==> config.mk <==
export PLATFORM = sky130hd
export DESIGN_NAME = uart_tx_frame
export DESIGN_NICKNAME = d
export VERILOG_FILES = /design/src/rtl/uart_tx_frame.sv
export SDC_FILE = /design/constraint.sdc
export NUM_CORES = 1
export LEC_CHECK = 0
export ABC_AREA = 1
export BUFFER_PORTS_ARGS = -buffer_cell sky130_fd_sc_hd__buf_2
export CORE_MARGIN = 4
export CORE_UTILIZATION = 50
export CTS_BUF_LIST = sky130_fd_sc_hd__clkbuf_8 sky130_fd_sc_hd__clkbuf_16
export CTS_CLUSTER_DIAMETER = 60
export CTS_CLUSTER_SIZE = 40
export DETAILED_ROUTE_END_ITERATION = 10
export MAX_ROUTING_LAYER = met4
export PLACE_DENSITY = 0.7
export SLEW_MARGIN = 5
export SYNTH_ARGS = -nofsm -noshare
export SYNTH_HDL_FRONTEND = slang
export SYNTH_SLANG_ARGS = --single-unit
==> constraint.sdc <==
create_clock -name clk -period 2.1 [get_ports clk]
set_input_delay 0.21 -clock clk [delete_from_list [all_inputs] [get_ports clk]]
set_output_delay 0.21 -clock clk [all_outputs]
set_load 0.01 [all_outputs]
==> src/rtl/uart_tx_frame.sv <==
// UART transmit framer: start bit, LSB-first data, optional parity, one stop bit.
// Each bit is held for a prescaled number of clocks; outputs are registered.
module uart_tx_frame #(
    parameter int DATA_WIDTH = 8
) (
    input  logic                  clk,
    input  logic                  rst,
    input  logic [DATA_WIDTH-1:0] P_DATA,
    input  logic                  DATA_VALID,
    input  logic                  PAR_EN,
    input  logic                  PAR_TYP,
    input  logic [1:0]            Prescale,
    output logic                  TX_OUT,
    output logic                  busy
);

    localparam int BW = (DATA_WIDTH > 1) ? $clog2(DATA_WIDTH) : 1;
    localparam logic [BW-1:0] LAST_BIT = BW'(DATA_WIDTH - 1);

    typedef enum logic [2:0] {
        IDLE,
        START,
        DATA,
        PARITY,
        STOP
    } state_t;

    state_t                state;
    logic [DATA_WIDTH-1:0] data_q;
    logic                  par_en_q;
    logic                  par_typ_q;
    logic [4:0]            last_q;
    logic [4:0]            edge_cnt;
    logic [BW-1:0]         bit_cnt;
    logic [BW-1:0]         bit_next;
    logic                  bit_end;

    // Prescale is stored as N-1 so a bit ends on a plain equality compare.
    function automatic logic [4:0] last_edge(input logic [1:0] p);
        case (p)
            2'b00:   return 5'd0;
            2'b01:   return 5'd7;
            2'b10:   return 5'd15;
            default: return 5'd31;
        endcase
    endfunction

    assign bit_end  = (edge_cnt == last_q);
    assign bit_next = bit_cnt + BW'(1);

    always_ff @(posedge clk) begin
        if (rst) begin
            state     <= IDLE;
            data_q    <= '0;
            par_en_q  <= 1'b0;
            par_typ_q <= 1'b0;
            last_q    <= 5'd0;
            edge_cnt  <= 5'd0;
            bit_cnt   <= '0;
            TX_OUT    <= 1'b1;
            busy      <= 1'b0;
        end else begin
            edge_cnt <= bit_end ? 5'd0 : edge_cnt + 5'd1;
            case (state)
                IDLE: begin
                    edge_cnt <= 5'd0;
                    bit_cnt  <= '0;
                    TX_OUT   <= 1'b1;
                    busy     <= 1'b0;
                    if (DATA_VALID) begin
                        data_q    <= P_DATA;
                        par_en_q  <= PAR_EN;
                        par_typ_q <= PAR_TYP;
                        last_q    <= last_edge(Prescale);
                        state     <= START;
                        TX_OUT    <= 1'b0;
                        busy      <= 1'b1;
                    end
                end
                START: begin
                    if (bit_end) begin
                        state   <= DATA;
                        bit_cnt <= '0;
                        TX_OUT  <= data_q[0];
                    end
                end
                DATA: begin
                    if (bit_end) begin
                        if (bit_cnt == LAST_BIT) begin
                            if (par_en_q) begin
                                state  <= PARITY;
                                TX_OUT <= par_typ_q ? ~^data_q : ^data_q;
                            end else begin
                                state  <= STOP;
                                TX_OUT <= 1'b1;
                            end
                        end else begin
                            bit_cnt <= bit_next;
                            TX_OUT  <= data_q[bit_next];
                        end
                    end
                end
                PARITY: begin
                    if (bit_end) begin
                        state  <= STOP;
                        TX_OUT <= 1'b1;
                    end
                end
                STOP: begin
                    if (bit_end) begin
                        state  <= IDLE;
                        TX_OUT <= 1'b1;
                        busy   <= 1'b0;
                    end
                end
                default: begin
                    state  <= IDLE;
                    TX_OUT <= 1'b1;
                    busy   <= 1'b0;
                end
            endcase
        end
    end

endmodule

After elaboration in Yosys (flattened, before gate mapping)
Index checks and enable logic that the tools add are counted.
{"block": "classes", "add_sub_neg": 2, "n_lt_le_gt_ge": 1, "eq_ne": 16, "muxes": 25, "n_bitwise": 1, "reduce_logical": 13}
{"cell": "3-bit 2-to-1 mux", "n": 9}
{"cell": "3-bit case mux with 5 select lines", "n": 1}
{"cell": "5-bit case mux with 3 select lines", "n": 1}
{"cell": "2-bit inequality test (second input constant)", "n": 7}
{"cell": "1-bit 2-to-1 mux", "n": 10}
{"cell": "3-bit case mux with 3 select lines", "n": 1}
{"cell": "8-bit XNOR reduction", "n": 1}
{"cell": "8-bit XOR reduction", "n": 1}
{"cell": "3-bit by 2-bit == test with 1-bit output (second input constant)", "n": 2}
{"cell": "3-bit == test (second input constant)", "n": 2}
{"cell": "6-bit AND reduction", "n": 1}
{"cell": "3-bit OR reduction", "n": 2}
{"cell": "5-bit by 1-bit adder with 5-bit output (second input constant)", "n": 1}
{"cell": "5-bit == test", "n": 1}
{"cell": "3-bit by 4-bit < comparator with 1-bit output (second input constant)", "n": 1}
{"cell": "1-bit case mux with 4 select lines", "n": 1}
{"cell": "2-bit AND reduction", "n": 2}
{"cell": "4-bit AND reduction", "n": 1}
{"cell": "3-bit by 1-bit adder with 3-bit output (second input constant)", "n": 1}
{"cell": "1-bit binary-select mux with 3-bit select", "n": 1}
{"cell": "3-bit by 1-bit == test with 1-bit output (second input constant)", "n": 1}
{"cell": "3-bit logical NOT", "n": 1}
{"cell": "1-bit case mux with 3 select lines", "n": 1}
{"cell": "3-bit AND reduction", "n": 1}
{"cell": "other kinds (7)", "n": 7}
{"block": "word_totals", "reg_bits": 28, "input_bits": 15, "out_inout_bits": 2, "wordCells": 67}

Logic depth before layout (Yosys ltp)
Gate-level depths: netlist (run 1).
{"block": "logic_depth", "word_depth": 6, "depth_mapped": 12, "ltp_nobuf": 12}

Least setup slack after synthesis (run 1)
No wires, ideal clock.
{"block": "synth_path", "path_kind": "reg2reg", "from": "reg bit_cnt[0]", "to": "reg bit_cnt[0]", "setup_time_ps": 119, "t_arrival_ps": 1233, "t_required_ps": 1981, "path_slack_ps": 747, "path_stages_with_launch": 9, "n_path_buf": 0, "synth_period_minus_slack_ps": 1353, "path_cell_list": "dfxtp_1 > ha_1 > ha_1 > inv_1 > nor2_2 > nor2_1 > nand2_2 > a21oi_1 > nor3_1"}
{"block": "synth_via", "elab_chain_cells": 4, "elab_cells_between_ends": 7, "cone_classes": "add/sub: 1; eq/ne: 2; mux: 3; reduce/logical: 1"}
{"element": "start: declaration", "line": "34", "source": "logic [BW-1:0] bit_cnt;"}
{"element": "start signal: assignment", "line": "98", "source": "bit_cnt <= bit_next;"}
{"element": "3-bit by 1-bit adder with 3-bit output", "line": "49", "source": "assign bit_next = bit_cnt + BW'(1);"}
{"element": "3-bit 2-to-1 mux", "line": "89", "source": "if (bit_cnt == LAST_BIT) begin"}
{"element": "3-bit 2-to-1 mux", "line": "88", "source": "if (bit_end) begin"}
{"element": "3-bit case mux with 3 select lines", "line": "64", "source": "case (state)"}
Parallel ways exist; a longest one is shown, timed or not. The select of a mux whose other input is x is not followed.
A chain may end at the register's enable or synchronous reset.

Worst setup path after layout (run 1)
{"block": "layout_path", "from": "reg bit_cnt[0]", "to": "reg TX_OUT"}
{"block": "layout_via", "elab_chain_cells": 6, "elab_cells_between_ends": 7, "cone_classes": "add/sub: 1; eq/ne: 1; mux: 5"}
{"element": "3-bit by 1-bit adder with 3-bit output", "line": "49"}
{"element": "1-bit binary-select mux with 3-bit select", "line": "99", "source": "TX_OUT <= data_q[bit_next];"}
{"element": "1-bit 2-to-1 mux (implied by the code)", "line": "99"}
{"element": "1-bit 2-to-1 mux *", "line": "89"}
{"element": "1-bit 2-to-1 mux *", "line": "88"}
{"element": "1-bit case mux with 4 select lines *", "line": "64"}
{"element": "end signal: assignment", "line": "84", "source": "TX_OUT <= data_q[0];"}
{"element": "end signal: assignment", "line": "92", "source": "TX_OUT <= par_typ_q ? ~^data_q : ^data_q;"}
{"element": "end signal: assignment", "line": "99"}
{"element": "end: declaration", "line": "13", "source": "output logic TX_OUT,"}
Every way passes the cells marked *; elsewhere a longest branch is shown, timed or not. The select of a mux whose other input is x is not followed.

==> results summary, run 1 <==
The flow ran to the end, and the final reports show no timing, DRC or antenna violations. The synthesized net count is 232. The via count came out at 1319. On the critical path, the stage with the largest delay is an instance of sky130_fd_sc_hd__ha_1. The overall overflow remaining after global route is 0. The internal power of the cells totals 1.26 mW.

The post-route antenna net violation count is 0. The combined area of the multi-input logic cells is 791 um2. The data arrival at the endpoint of the critical path is 1.69 ns. The area growth from synthesis to final layout came out at 11.3%. The required time of the critical path is 2.28 ns. The most numerous cell type found on the critical path is sky130_fd_sc_hd__nand2_1. Synthesis produced 214 cells. The post-CTS repair timing setup buffer count is 0. The flip-flop and latch count after synthesis came out at 26. The clock passes through at most 2 buffers. The highest cell delay on the worst timing path is 0.37 ns.

Grouping stages by cell kind, the critical path spends the most delay in simple AND/OR/NAND/NOR gates. The total wire length came out at 2820 um. The total of buffers placed on input and output ports came out at 16. The number of diodes came out at 0. The dominant combinational cell family by area after synthesis is simple AND/OR/NAND/NOR gates. The minimum clock period after layout is 1.51 ns. The floorplan die width is 62.0 um. The final setup skew is 0.00257 ns. The post-synthesis instance area came out at 1460 um2. The via-per-instance ratio is 5.05.

In this run the worst hold path is classified as primary input to register. The top cell types in the final layout, fill and taps aside, are 47 x sky130_fd_sc_hd__nand2_1, 28 x sky130_fd_sc_hd__inv_1, 27 x sky130_fd_sc_hd__a21oi_1, 26 x sky130_fd_sc_hd__dfxtp_1. The via count of the first global-routing pass came out at 1151. After clock tree synthesis, the repair step resized 0 gates.

Sorting the synthesized cells by area gives the leading types as sky130_fd_sc_hd__dfxtp_1 36%, sky130_fd_sc_hd__nand2_1 12%, sky130_fd_sc_hd__a21oi_1 9.3%, sky130_fd_sc_hd__inv_1 7.2%, sky130_fd_sc_hd__o21ai_0 5.5%. The count of pins over their slew limit is 0. The type of element launching the critical path is a register. The sum of buffers and inverters on the critical path is 2. Leaving out fill and tap cells, the most frequent cell in the layout is sky130_fd_sc_hd__nand2_1. The xor/xnor share of the synthesized area came out at 1.80%. The half-perimeter wire length of the detailed placement result is 2170 um. The length of the first detailed-routing pass in iterations came out at 4. The global-route wire length before repair is 4840 um.

In the synthesized netlist, mux cells make up 0% of the area. By startpoint and endpoint, the worst setup path is classified as register to register. The sequential fraction of the synthesis area came out at 35.7%. Cells fill 58.3% of the core in the end. The number of distinct library cell variants in the gate-level netlist after synthesis is 27. In the final layout, the share of cells above drive strength 1 is 17.8%. The compound-gate portion of the synthesized area came out at 18.6%. The share of the cycle needed by the critical path after routing is 72.1%. The clock latency reported for the late side of the worst-skew pair came out at 0.27 ns. The power density relative to cell area came out at 1350 nW/um2. IR analysis of the VDD net gives a maximum drop of 794 uV. Along the worst path, the maximum fanout reaches 5. TritonCTS built the clock tree. The worst setup slack after layout came out at 0.585 ns. In the global route stage, overall resource usage came out at 17.5%. The sequential fraction of design power is 33.7%. The setup TNS after final layout is 0 ns. The post-synthesis adder-cell area fraction is 2.58%. The TritonCTS buffer count came out at 3.

In this run switching power makes up 42.3% of total power. Prior to clock tree synthesis, the placed netlist has a worst setup slack of 0.579 ns. The transition time of the tightest slew-check pin came out at 0.410 ns. The final total power is 2.19 mW. 17 I/O pins were placed. The number of DRC violations after detailed-routing iteration 0 is 61. The fraction of synthesized cell area taken by the top area cell type came out at 35.7%.

The initial antenna violation count came out at 0. The leakage power came out at 0.767 nW. In the final design database the tool counted 249 nets. The area fraction in and, or, nand and nor cells after synthesis came out at 31.3%.

The overall die area is 3840 um2. The final routed DRC violation total came out at 0. The tree built by TritonCTS fans out to 26 sinks. The worst setup path is captured at a register.

The post-CTS clock slew at the launch and capture registers of the worst setup and hold paths came out at 0.09 ns. The core region is 2780 um2. The sequential standard cell area is 520 um2. The initial utilization of the core area, before any placement, comes to 52.4%.

In this run the vertical extent of the chip is 62.0 um. The biggest area contributor in the post-synthesis netlist is sky130_fd_sc_hd__dfxtp_1. Setup repair after global routing left no endpoint under its margin. Entering global routing, the biggest net connects 25 pins.

The final weighted congestion in routability-driven placement came out at 0.877. The signal on the critical path passes through ha_1 > inv_1 > a21oi_1 > o21ai_0 > nand2_1 > nand2_1 > nand3_1 > nand2_1 > inv_1 > nand2_1 > nand2_1 > nand2_1. The number of setup violations in the final report is 0. The depth of the CTS H-tree came out at 1. The relative slew slack came out at 72.6%. The mean routed wirelength per cell came out at 10.8 um.

The analysis attributes to net switching a power of 926 uW. The hold-fix buffer count after cts came out at 0. After filler insertion, the fill cell instance count of the layout stands at 296.

In this run the register-to-register setup slack is 0.59 ns. The hold violation count in the final report came to 0. The root buffer cell is sky130_fd_sc_hd__clkbuf_8.

The part of the total power dissipated in the clock network is 19.1%. The part of the total power dissipated in combinational logic is 47.2%. The number of cell rows came out at 19. The fmax is 660 MHz. The warning count from the yosys run is 0. The count of max-cap constraint violations came out at 0. In this run the mean area of a mapped cell was 6.81 um2.
==> per-stage QoR <==
stage	instance area, um2	instances	hold WS (ns)
final	1620	261	0.159
after global routing	1620	261	0.195
after CTS	1620	261	0.157
after detailed placement	1550	257	0.443
after global placement	1550	257	0.438
after floorplan	1460	214	0.345
==> final timing paths <==
| kind | from | end | cells after the start |
|---|---|---|---|
| worst max register to register | bit_cnt[0]$_SDFFE_PP0P_ | TX_OUT$_SDFFE_PP1P_ | 12 |
| worst min-delay path | P_DATA[6] | data_q[6]$_SDFFE_PP0P_ | 3 |
| worst min register to register | edge_cnt[0]$_SDFF_PP0_ | edge_cnt[0]$_SDFF_PP0_ | 1 |
| worst max-delay path | bit_cnt[0]$_SDFFE_PP0P_ | TX_OUT$_SDFFE_PP1P_ | 12 |
==> power groups by stage <==
stage	logic [mW]	registers, mW	clock network (mW)
6_report	1.03	0.737	0.419
3_3_place_gp	1.03	0.750	0
2_1_floorplan	0.858	0.733	0
5_1_grt	1.20	0.758	0.454
3_5_place_dp	1.03	0.749	0
4_1_cts	1.04	0.739	0.426
==> cell families (layout without fill, tap and decap cells) <==
logic type,count (synthesis),in the layout
AO/OA/AOI/OAI,51,51
XOR/XNOR,3,3
adder cells (fa/ha/maj),3,3
buffers and inverters,36,52
flip-flops,26,26
AND/OR/NAND/NOR,95,95
==> state kept, by name, indices dropped and copies added (netlist names) <==
| name | cells |
|---|---|
| TX_OUT | 1 |
| par_typ_q | 1 |
| busy | 1 |
| state | 3 |
| par_en_q | 1 |
| edge_cnt | 5 |
| bit_cnt | 3 |
| last_q | 3 |
| data_q | 8 |
==> worst min-delay path: stages <==
cell and delay, ns:
sky130_fd_sc_hd__buf_2 0.07, sky130_fd_sc_hd__nor2_1 0.04, sky130_fd_sc_hd__nor2_1 0.08
==> area by class of cell <==
class	instances	area share [%]
multi-input cells	152	48.8
clock buffers	3	2.55
clock inverters	1	1.85
repair buffers	16	4.94
inverters	32	7.41
well taps	31	2.39
flip-flops and latches	26	32.1
==> cell usage after synthesis <==
master and count:
sky130_fd_sc_hd__buf_2 2, sky130_fd_sc_hd__a211oi_1 1, sky130_fd_sc_hd__nand2_4 1, sky130_fd_sc_hd__dfxtp_1 26
sky130_fd_sc_hd__nand3b_2 1, sky130_fd_sc_hd__nand3_2 1, sky130_fd_sc_hd__nor2_1 14, sky130_fd_sc_hd__buf_6 1
sky130_fd_sc_hd__inv_1 28, sky130_fd_sc_hd__nor2_2 3, sky130_fd_sc_hd__nand2_2 4, sky130_fd_sc_hd__nand2_1 47
sky130_fd_sc_hd__ha_1 3, sky130_fd_sc_hd__nand3_1 15, sky130_fd_sc_hd__o21ai_2 1, sky130_fd_sc_hd__nand3b_4 1
sky130_fd_sc_hd__o21ai_0 16, sky130_fd_sc_hd__clkbuf_1 1, sky130_fd_sc_hd__inv_2 4, sky130_fd_sc_hd__xor2_1 3
sky130_fd_sc_hd__nor2_4 2, sky130_fd_sc_hd__o21a_1 1, sky130_fd_sc_hd__a21oi_1 27, sky130_fd_sc_hd__o21ai_1 4
sky130_fd_sc_hd__or2_2 2, sky130_fd_sc_hd__a211oi_2 1, sky130_fd_sc_hd__nor3_1 4
==> metal layers <==
metal / up-vias / track usage [%] / wire, um
met4: 0 / 6.36 / 42
met5: - / - / 0
met1: 576 / 22.1 / 1380
met2: 15 / 28.3 / 1310
li1: 723 / - / -
met3: 5 / 2.48 / 86
No activity file was read; power rests on OpenSTA's default activity.
==> run 2, diff against run 1 <==
clock period = 1.4 ns   (was 2.1 ns; I/O delays follow)
==> run 2 against run 1 <==
  * Die area unchanged
  * Critical path depth unchanged
  * First-iteration DRC count decreased by 33%
  * Sequential share of layout area decreased by 1.8 points
  * Via count increased by 0.76%
  * Non-clock buffer count increased by 8
  * Cell area increased by 6.9%
  * Clock power increased by 16%
  * Clock skew increased by 0.0027 ns
  * Sequential power increased by 52%
  * Largest cell class unchanged
==> results summary, run 2 (synthesis results as in run 1) <==
The flow ran to the end, and the final reports show no timing, DRC or antenna violations. The sequential standard cell area is 526 um2 (+0.96%). The number of non-filler instances in the completed layout is 269 (+3.1%).

The overall overflow remaining after global route is 0 (unchanged). The clock latency reported for the late side of the worst-skew pair is 0.27 ns (about the same). Traced cell by cell, the critical path runs through buf_6 > clkinvlp_4 > a21oi_2 > o21ai_1 > nand2_1 > nand2_1 > nand3_1 > nand2_1 > inv_1 > nand2_1 > nand2_1 > nand2_1. The transition time of the tightest slew-check pin is 0.246 ns (-0.165 ns). The final weighted congestion in routability-driven placement is 0.844 (-3.7%). The share of the cycle needed by the critical path after routing came out at 96.3% (+24 points). The power density relative to cell area is 1950 nW/um2 (+44%). The largest vdd supply drop is 1170 uV (+48%). The via-per-instance ratio came out at 4.94 (-2.2%). The area growth from synthesis to final layout came out at 19.1%. The minimum clock period after layout came to 1.35 ns (-0.167 ns). The hold-fix buffer count after cts is 0 (unchanged). The total wire length is 3010 um (+6.7%). The post-route antenna net violation count came out at 0 (unchanged).

The type of element launching the critical path is a register. The data arrival at the endpoint of the critical path is 1.52 ns (-0.17 ns). In this run the most critical hold path is launched from P_DATA[6]. data_q holds more flip-flops than any other register. The highest cell delay on the worst timing path came out at 0.37 ns (about the same). The post-CTS clock slew at the launch and capture registers of the worst setup and hold paths came out at 0.09 ns (about the same).

The floorplan die width is 62.0 um (unchanged). The initial antenna violation count is 0 (unchanged). The final total power is 3.38 mW (+54%). The via count of the first global-routing pass is 1174 (+2.0%). The highest net fanout along the worst path is 7 (+2). The path class of the tightest hold or removal check is primary input to register. The count of pins over their slew limit is 0 (unchanged). The worst reg2reg path startpoint is bit_cnt[0]$_SDFFE_PP0P_. The TritonCTS clock tree is done. The top cell family by delay on the critical path is flip-flops. The number of cell rows came out at 19 (unchanged). The net count of the finished layout came to 257 (+3.2%). The half-perimeter wire length of the detailed placement result came out at 2210 um (+1.8%).

The maximum buffer depth of the clock tree is 2 (unchanged). The pre-CTS setup slack is -0.0134 ns (-0.592 ns). For this design, the slowest cell found on the critical path is sky130_fd_sc_hd__dfxtp_4. The depth of the CTS H-tree is 1 (unchanged). The hold violation count in the final report was 0 (unchanged). The top cell types in the final layout, fill and taps aside, are 47 x sky130_fd_sc_hd__nand2_1, 25 x sky130_fd_sc_hd__inv_1, 24 x sky130_fd_sc_hd__dfxtp_1, 22 x sky130_fd_sc_hd__a21oi_1, 16 x sky130_fd_sc_hd__buf_2. Setup repair after global routing could not meet its margin everywhere. The sum of buffers and inverters on the critical path was 3 (+1). The fmax was 742 MHz (+12%). The classification of the worst setup path is register to register. The relative slew slack came to 83.6% (+11 points).

The proportion of layout cells with a drive suffix above 1 came out at 26.1% (+8.2 points). The TritonCTS buffer count came out at 3 (unchanged). The combined area of the multi-input logic cells came out at 845 um2 (+6.8%).

The all-layer global routing usage came to 16.9% (-0.63 points). The leakage power is 0.801 nW (+4.4%). STA classifies the critical path endpoint as a register. The most common cell after layout, fill and taps aside is sky130_fd_sc_hd__nand2_1.

The final worst hold slack is 0.0973 ns (-0.0614 ns). The worst setup slack after layout is 0.0518 ns (-0.533 ns). The number of diodes came out at 0 (unchanged).

The global-route wire length before repair came out at 4800 um (-0.85%). Counting stages on the worst path, the most repeated cell is sky130_fd_sc_hd__nand2_1. The maximum number of pins on one net before global-route repair came out at 25 (unchanged).

The post-route cell area came to 1730 um2 (+6.9%). The number of placed instances, taps included came out at 262 (+1.9%). The tree is rooted in a sky130_fd_sc_hd__clkbuf_8. The instance area after placement came out at 1590 um2 (+2.4%).

The die boundary height came out at 62.0 um (unchanged). The total of buffers placed on input and output ports is 16 (unchanged). The via count is 1329 (+0.76%). The number of placed I/O pins came out at 17 (unchanged).

The required time of the critical path is 1.58 ns (-0.70 ns). The final setup skew is 0.00523 ns (+0.00267 ns). The effective utilization at floorplan came out at 52.4% (unchanged). The overall die area came out at 3840 um2 (unchanged). The largest registers in the layout are data_q: 8 flops, edge_cnt: 5 flops. The flip-flop count of the largest register, all copies and words added came to 8 (unchanged). The final routed DRC violation total came to 0 (unchanged). The length of the first detailed-routing pass in iterations came out at 4 (unchanged). The count of clock tree sinks came to 26 (unchanged). The critical path starts at bit_cnt[0]$_SDFFE_PP0P_. The number of DRC violations after detailed-routing iteration 0 came out at 41 (-33%). The number of setup violations in the final report is 0 (unchanged). The mean routed wirelength per cell came out at 11.2 um (+3.5%). The core area came to 2780 um2 (unchanged). The final-layout fill cell count was 251 (-15%). The count of max-cap constraint violations came out at 0 (unchanged).
run 2: cell count changes in the layout (fill, tap and decap cells not counted), moves of 3 or more:
cell	previous run	this run
sky130_fd_sc_hd__a21oi_1	27	22
sky130_fd_sc_hd__o21ai_0	16	13
sky130_fd_sc_hd__a21oi_2	0	5
sky130_fd_sc_hd__o21ai_1	4	7
sky130_fd_sc_hd__inv_1	28	25
sky130_fd_sc_hd__buf_4	0	7
run 2: final timing paths:
kind | to | slack [ns] | cells past startpoint
hold / removal | data_q[6]$_SDFFE_PP0P_ | 0.1 | 3
setup / recovery | TX_OUT$_SDFFE_PP1P_ | 0.05 | 12
hold reg to reg | last_q[3]$_SDFFE_PP0P_ | 0.48 | 2
setup reg to reg | TX_OUT$_SDFFE_PP1P_ | 0.05 | 12
run 2: power breakdown:
part	switching (mW)	internal [mW]	leakage, nW
clock	0.237	0.251	0.0288
combinational	1.08	0.689	0.557
sequential	0.176	0.948	0.215
run 2: layer usage:
| layer | wire, um | track usage, % | vias to the layer above | part of all wire, % |
|---|---|---|---|---|
| met5 | 0 | - | - | 0 |
| met4 | 17 | 6.36 | 0 | 0.56 |
| met3 | 33 | 1.86 | 2 | 1.1 |
| met2 | 1500 | 27.7 | 6 | 50 |
| met1 | 1460 | 21.2 | 580 | 49 |
| li1 | - | - | 741 | - |
run 2: final cells by class:
| class | instances | area share [%] |
|---|---|---|
| inverters | 32 | 7.29 |
| repair buffers | 24 | 8.30 |
| clock buffers | 4 | 3.17 |
| multi-input cells | 152 | 48.7 |
| well taps | 31 | 2.24 |
| flip-flops and latches | 26 | 30.3 |
run 2: stage by stage:
step / utilization, % / setup TNS [ns]
final: 62.3 / 0
after global routing: 62.3 / -0.225
after CTS: 59.5 / 0
after detailed placement: 57.1 / -0.0134
after global placement: 57.1 / 0
after floorplan: - / 0
run 2: timing repair:
item                       CTS  global route
setup buffers                0             3
pin swaps                    0             7
setup endpoints to repair    2            12
gates resized for setup      1            21
run 2: worst reg2reg max path, delay by kind of cell, from the launching register on:
kind | cells | cell delay (ns)
simple gates | 7 | 0.37
compound gates | 2 | 0.24
flops | 1 | 0.37
buf+inv | 3 | 0.29
==> run 3, diff against run 2 <==
ABC_AREA = default   (was 1)
CTS_BUF_LIST = sky130_fd_sc_hd__clkbuf_16   (was sky130_fd_sc_hd__clkbuf_8 sky130_fd_sc_hd__clkbuf_16)
PLACE_DENSITY = 0.71   (was 0.7)
clock period = 1.5 ns   (was 1.4 ns; I/O delays follow)
==> run 3 against run 2 <==
  * Critical path type unchanged
  * Synthesized cell count decreased by 28%
  * The flow now finishes with violations (setup timing)
  * Clock skew fell by 0.0028 ns
  * Area after synthesis is 12% lower
  * Total power down 41%
==> results summary, run 3 <==
The hold-fix buffer count after cts is 0 (unchanged). The via-per-instance ratio came out at 5.39 (+9.2%). The final routed DRC violation total came out at 0 (unchanged). The hold violation count in the final report is 0 (unchanged). The top cell family by delay on the critical path is simple AND/OR/NAND/NOR gates. The number of DRC violations after detailed-routing iteration 0 is 34 (-17%). The number of enable flip-flop cells after synthesis came out at 0 (unchanged). The checks that failed: setup timing.

The final weighted congestion in routability-driven placement was 0.836 (-0.87%). The maximum number of pins on one net before global-route repair came out at 23 (-8.0%). The leakage power was 0.662 nW (-17%). The total of buffers placed on input and output ports is 16 (unchanged). The number of setup violations in the final report came to 13 (+13).

The via count of the first global-routing pass came out at 1154 (-1.7%). The net count of the finished layout came to 202 (-21%). The share of flip-flops with an asynchronous set or reset after synthesis is 0% (unchanged). The maximum buffer depth of the clock tree is 2 (unchanged). The effective utilization at floorplan came out at 52.4% (about the same). The setup TNS after final layout came out at -3.51 ns (-3.51 ns). The sequential fraction of the synthesis area came out at 40.5% (+4.7 points). The root buffer cell is sky130_fd_sc_hd__clkbuf_16.

The number of placed I/O pins is 17 (unchanged). Of all cell types, the one taking the most synthesized area is sky130_fd_sc_hd__dfxtp_1. The worst setup path is of the register to register kind. STA classifies the critical path endpoint as a register. The core area is 2450 um2 (-12%). The post-synthesis instance area is 1290 um2 (-12%). The largest vdd supply drop is 874 uV (-25%).

Counting flops per register, the top entry is data_q. The highest cell delay on the worst timing path came out at 0.54 ns (+0.17 ns). The count of cells along the worst register-to-register path was 5 (-7). The final setup skew came out at 0.00247 ns (-0.00276 ns).

The floorplan die width came out at 58.7 um (-5.2%). The number of cells on the worst hold path was 3 (unchanged). The depth of the CTS H-tree came out at 1 (unchanged). Setup repair after global routing could not meet its margin everywhere. The final total power came out at 2.01 mW (-41%). The largest individual stage delay along the critical path comes from the cell sky130_fd_sc_hd__or4_4. The overall die area came out at 3450 um2 (-10%). The length of the first detailed-routing pass in iterations is 4 (unchanged). The mean routed wirelength per cell was 12.9 um (+15%). The post-CTS clock slew at the launch and capture registers of the worst setup and hold paths came out at 0.06 ns (-0.03 ns). The clock latency reported for the late side of the worst-skew pair came out at 0.26 ns (about the same).

The share of the cycle needed by the critical path after routing came out at 122% (+26 points). The required time of the critical path came out at 1.68 ns (+0.10 ns). The proportion of layout cells with a drive suffix above 1 is 29.5% (+3.5 points). The flip-flop count of the largest register, all copies and words added came to 8 (unchanged). The initial antenna violation count was 0 (unchanged). The global-route wire length before repair came out at 4930 um (+2.7%). The library cells used most frequently in the layout, excluding fill and tap cells, are 28 x sky130_fd_sc_hd__nand2_1, 25 x sky130_fd_sc_hd__dfxtp_1, 17 x sky130_fd_sc_hd__buf_4, 16 x sky130_fd_sc_hd__buf_2, 15 x sky130_fd_sc_hd__a21oi_1.

After synthesis, the most frequently instantiated cells are 28 x sky130_fd_sc_hd__nand2_1, 26 x sky130_fd_sc_hd__dfxtp_1, 16 x sky130_fd_sc_hd__a21oi_1. The TritonCTS buffer count is 3 (unchanged). The number of cell rows is 18 (-1). The overall overflow remaining after global route is 0 (unchanged). STA classifies the critical path startpoint as a register. The cell count along the critical path is 5 (-7).

The fraction of synthesized cell area taken by the top area cell type is 40.5% (+4.7 points). The count of mapped cells out of synthesis came out at 154 (-28%). The run finished, with violations left.

The count of max-cap constraint violations came to 0 (unchanged). The number of distinct library cell variants in the gate-level netlist after synthesis is 33 (+22%). The worst setup slack after layout is -0.336 ns (-0.388 ns). The critical path goes through or4_4 > a211oi_4 > nand2_2 > or3_1 > a31oi_1. The synthesized area per cell came out at 8.35 um2 (+23%). The power density relative to cell area is 1220 nW/um2 (-38%). The post-route antenna net violation count came out at 0 (unchanged). The area growth from synthesis to layout is 28.3%.

The die boundary height came out at 58.7 um (-5.2%). The warning count from the yosys run came out at 0 (unchanged). Among all cell types in the netlist, the one instantiated most often is sky130_fd_sc_hd__nand2_1. In the synthesized netlist the dominant register cell turns out to be sky130_fd_sc_hd__dfxtp_1. The data arrival at the endpoint of the critical path was 2.02 ns (+0.50 ns).

The transition time of the tightest slew-check pin came out at 0.386 ns (+0.140 ns). The total wire length came out at 2750 um (-8.8%). The sum of buffers and inverters on the critical path was 0 (-3). The all-layer global routing usage is 18.8% (+2.0 points).

The count of pins over their slew limit is 0 (unchanged). The synthesized net count is 172 (-26%). The final worst hold slack is 0.125 ns (+0.0273 ns).

The worst hold path class is primary input to register. Sorting the synthesized cells by area gives the leading types as sky130_fd_sc_hd__dfxtp_1 40%, sky130_fd_sc_hd__nand2_1 8.2%, sky130_fd_sc_hd__a21oi_1 6.2%, sky130_fd_sc_hd__xnor2_1 4.1%, sky130_fd_sc_hd__nor2_1 3.5%. The via count is 1149 (-14%).

The minimum clock period after layout came out at 1.84 ns (+0.488 ns). In the final layout, the registers with the most flip-flops are data_q: 8 flops, edge_cnt: 5 flops. The relative slew slack is 74.2% (-9.4 points). The highest net fanout along the worst path is 6 (-1). The flip-flop and latch count after synthesis came out at 26 (unchanged).

The fmax is 545 MHz (-27%). The count of clock tree sinks came to 26 (unchanged). The TritonCTS clock tree is done. The most common cell after layout, fill and taps aside is sky130_fd_sc_hd__nand2_1.

The number of diodes came out at 0 (unchanged). The half-perimeter wire length of the detailed placement result is 1940 um (-12%).
## run 3: layer usage
| metal | GRT usage (%) | up-vias | part of all wire [%] | wire, um |
|---|---|---|---|---|
| met5 | - | - | 0 | 0 |
| met4 | 8.09 | 0 | 1.7 | 46 |
| met3 | 2.63 | 7 | 6.1 | 167 |
| met2 | 30.8 | 36 | 48 | 1320 |
| met1 | 23.1 | 517 | 44 | 1210 |
| li1 | - | 589 | - | - |
## run 3: final timing paths
check / end / from / slack (ns)
hold reg to reg: par_typ_q$_SDFFE_PP0P_ / par_typ_q$_SDFFE_PP0P_ / 0.47
setup reg to reg: bit_cnt[0]$_SDFFE_PP0P_ / edge_cnt[2]$_SDFF_PP0_ / -0.34
setup / recovery: bit_cnt[0]$_SDFFE_PP0P_ / edge_cnt[2]$_SDFF_PP0_ / -0.34
hold / removal: par_typ_q$_SDFFE_PP0P_ / PAR_TYP / 0.12
## run 3: timing repair
| action | 4_1_cts | 5_1_grt |
|---|---|---|
| pin swaps | 5 | 2 |
| buffers inserted | 4 | 0 |
| cloned | 0 | 0 |
| setup endpoints to repair | 13 | 13 |
| gates resized for setup | 6 | 5 |
## run 3: kinds of logic after synthesis
kind of cell / Yosys count / synth area share [%]
compound gates: 31 / 15.1
xor+xnor: 12 / 9.24
fa+ha+maj: 3 / 2.92
buf+inv: 11 / 3.21
flops: 26 / 40.5
mux: 5 / 4.86
simple gates: 66 / 24.2
## run 3: cell type report
cell class                 count  area (um2)
fill                         208         805
multi-input combinational    117         759
sequential                    26         522
timing repair buffer          34         219
clock buffer                   3        75.1
tap                           30        37.5
clock inverter                 1        30.0
inverter                       2        7.51
## run 3: worst min-delay path, stage by stage
cell	delay [ns]
sky130_fd_sc_hd__buf_2	0.09
sky130_fd_sc_hd__nand2_1	0.04
sky130_fd_sc_hd__a21oi_1	0.05
## run 3: stage by stage
stage          cells  utilization, %  area (um2)  worst slack, ns
5_1_grt          213            67.2        1650           -0.385
3_5_place_dp     205            60.4        1480           -0.397
3_3_place_gp     205            60.4        1480           -0.314
6_report         213            67.2        1650           -0.336
2_1_floorplan    154               -        1290           -0.310
4_1_cts          213            66.6        1630           -0.345
## run 3: where the power goes
part	switching, mW	leakage, nW	total (mW)	internal [mW]
sequential	0.0581	0.213	0.800	0.742
clock	0.237	0.0511	0.767	0.531
combinational	0.211	0.398	0.439	0.229
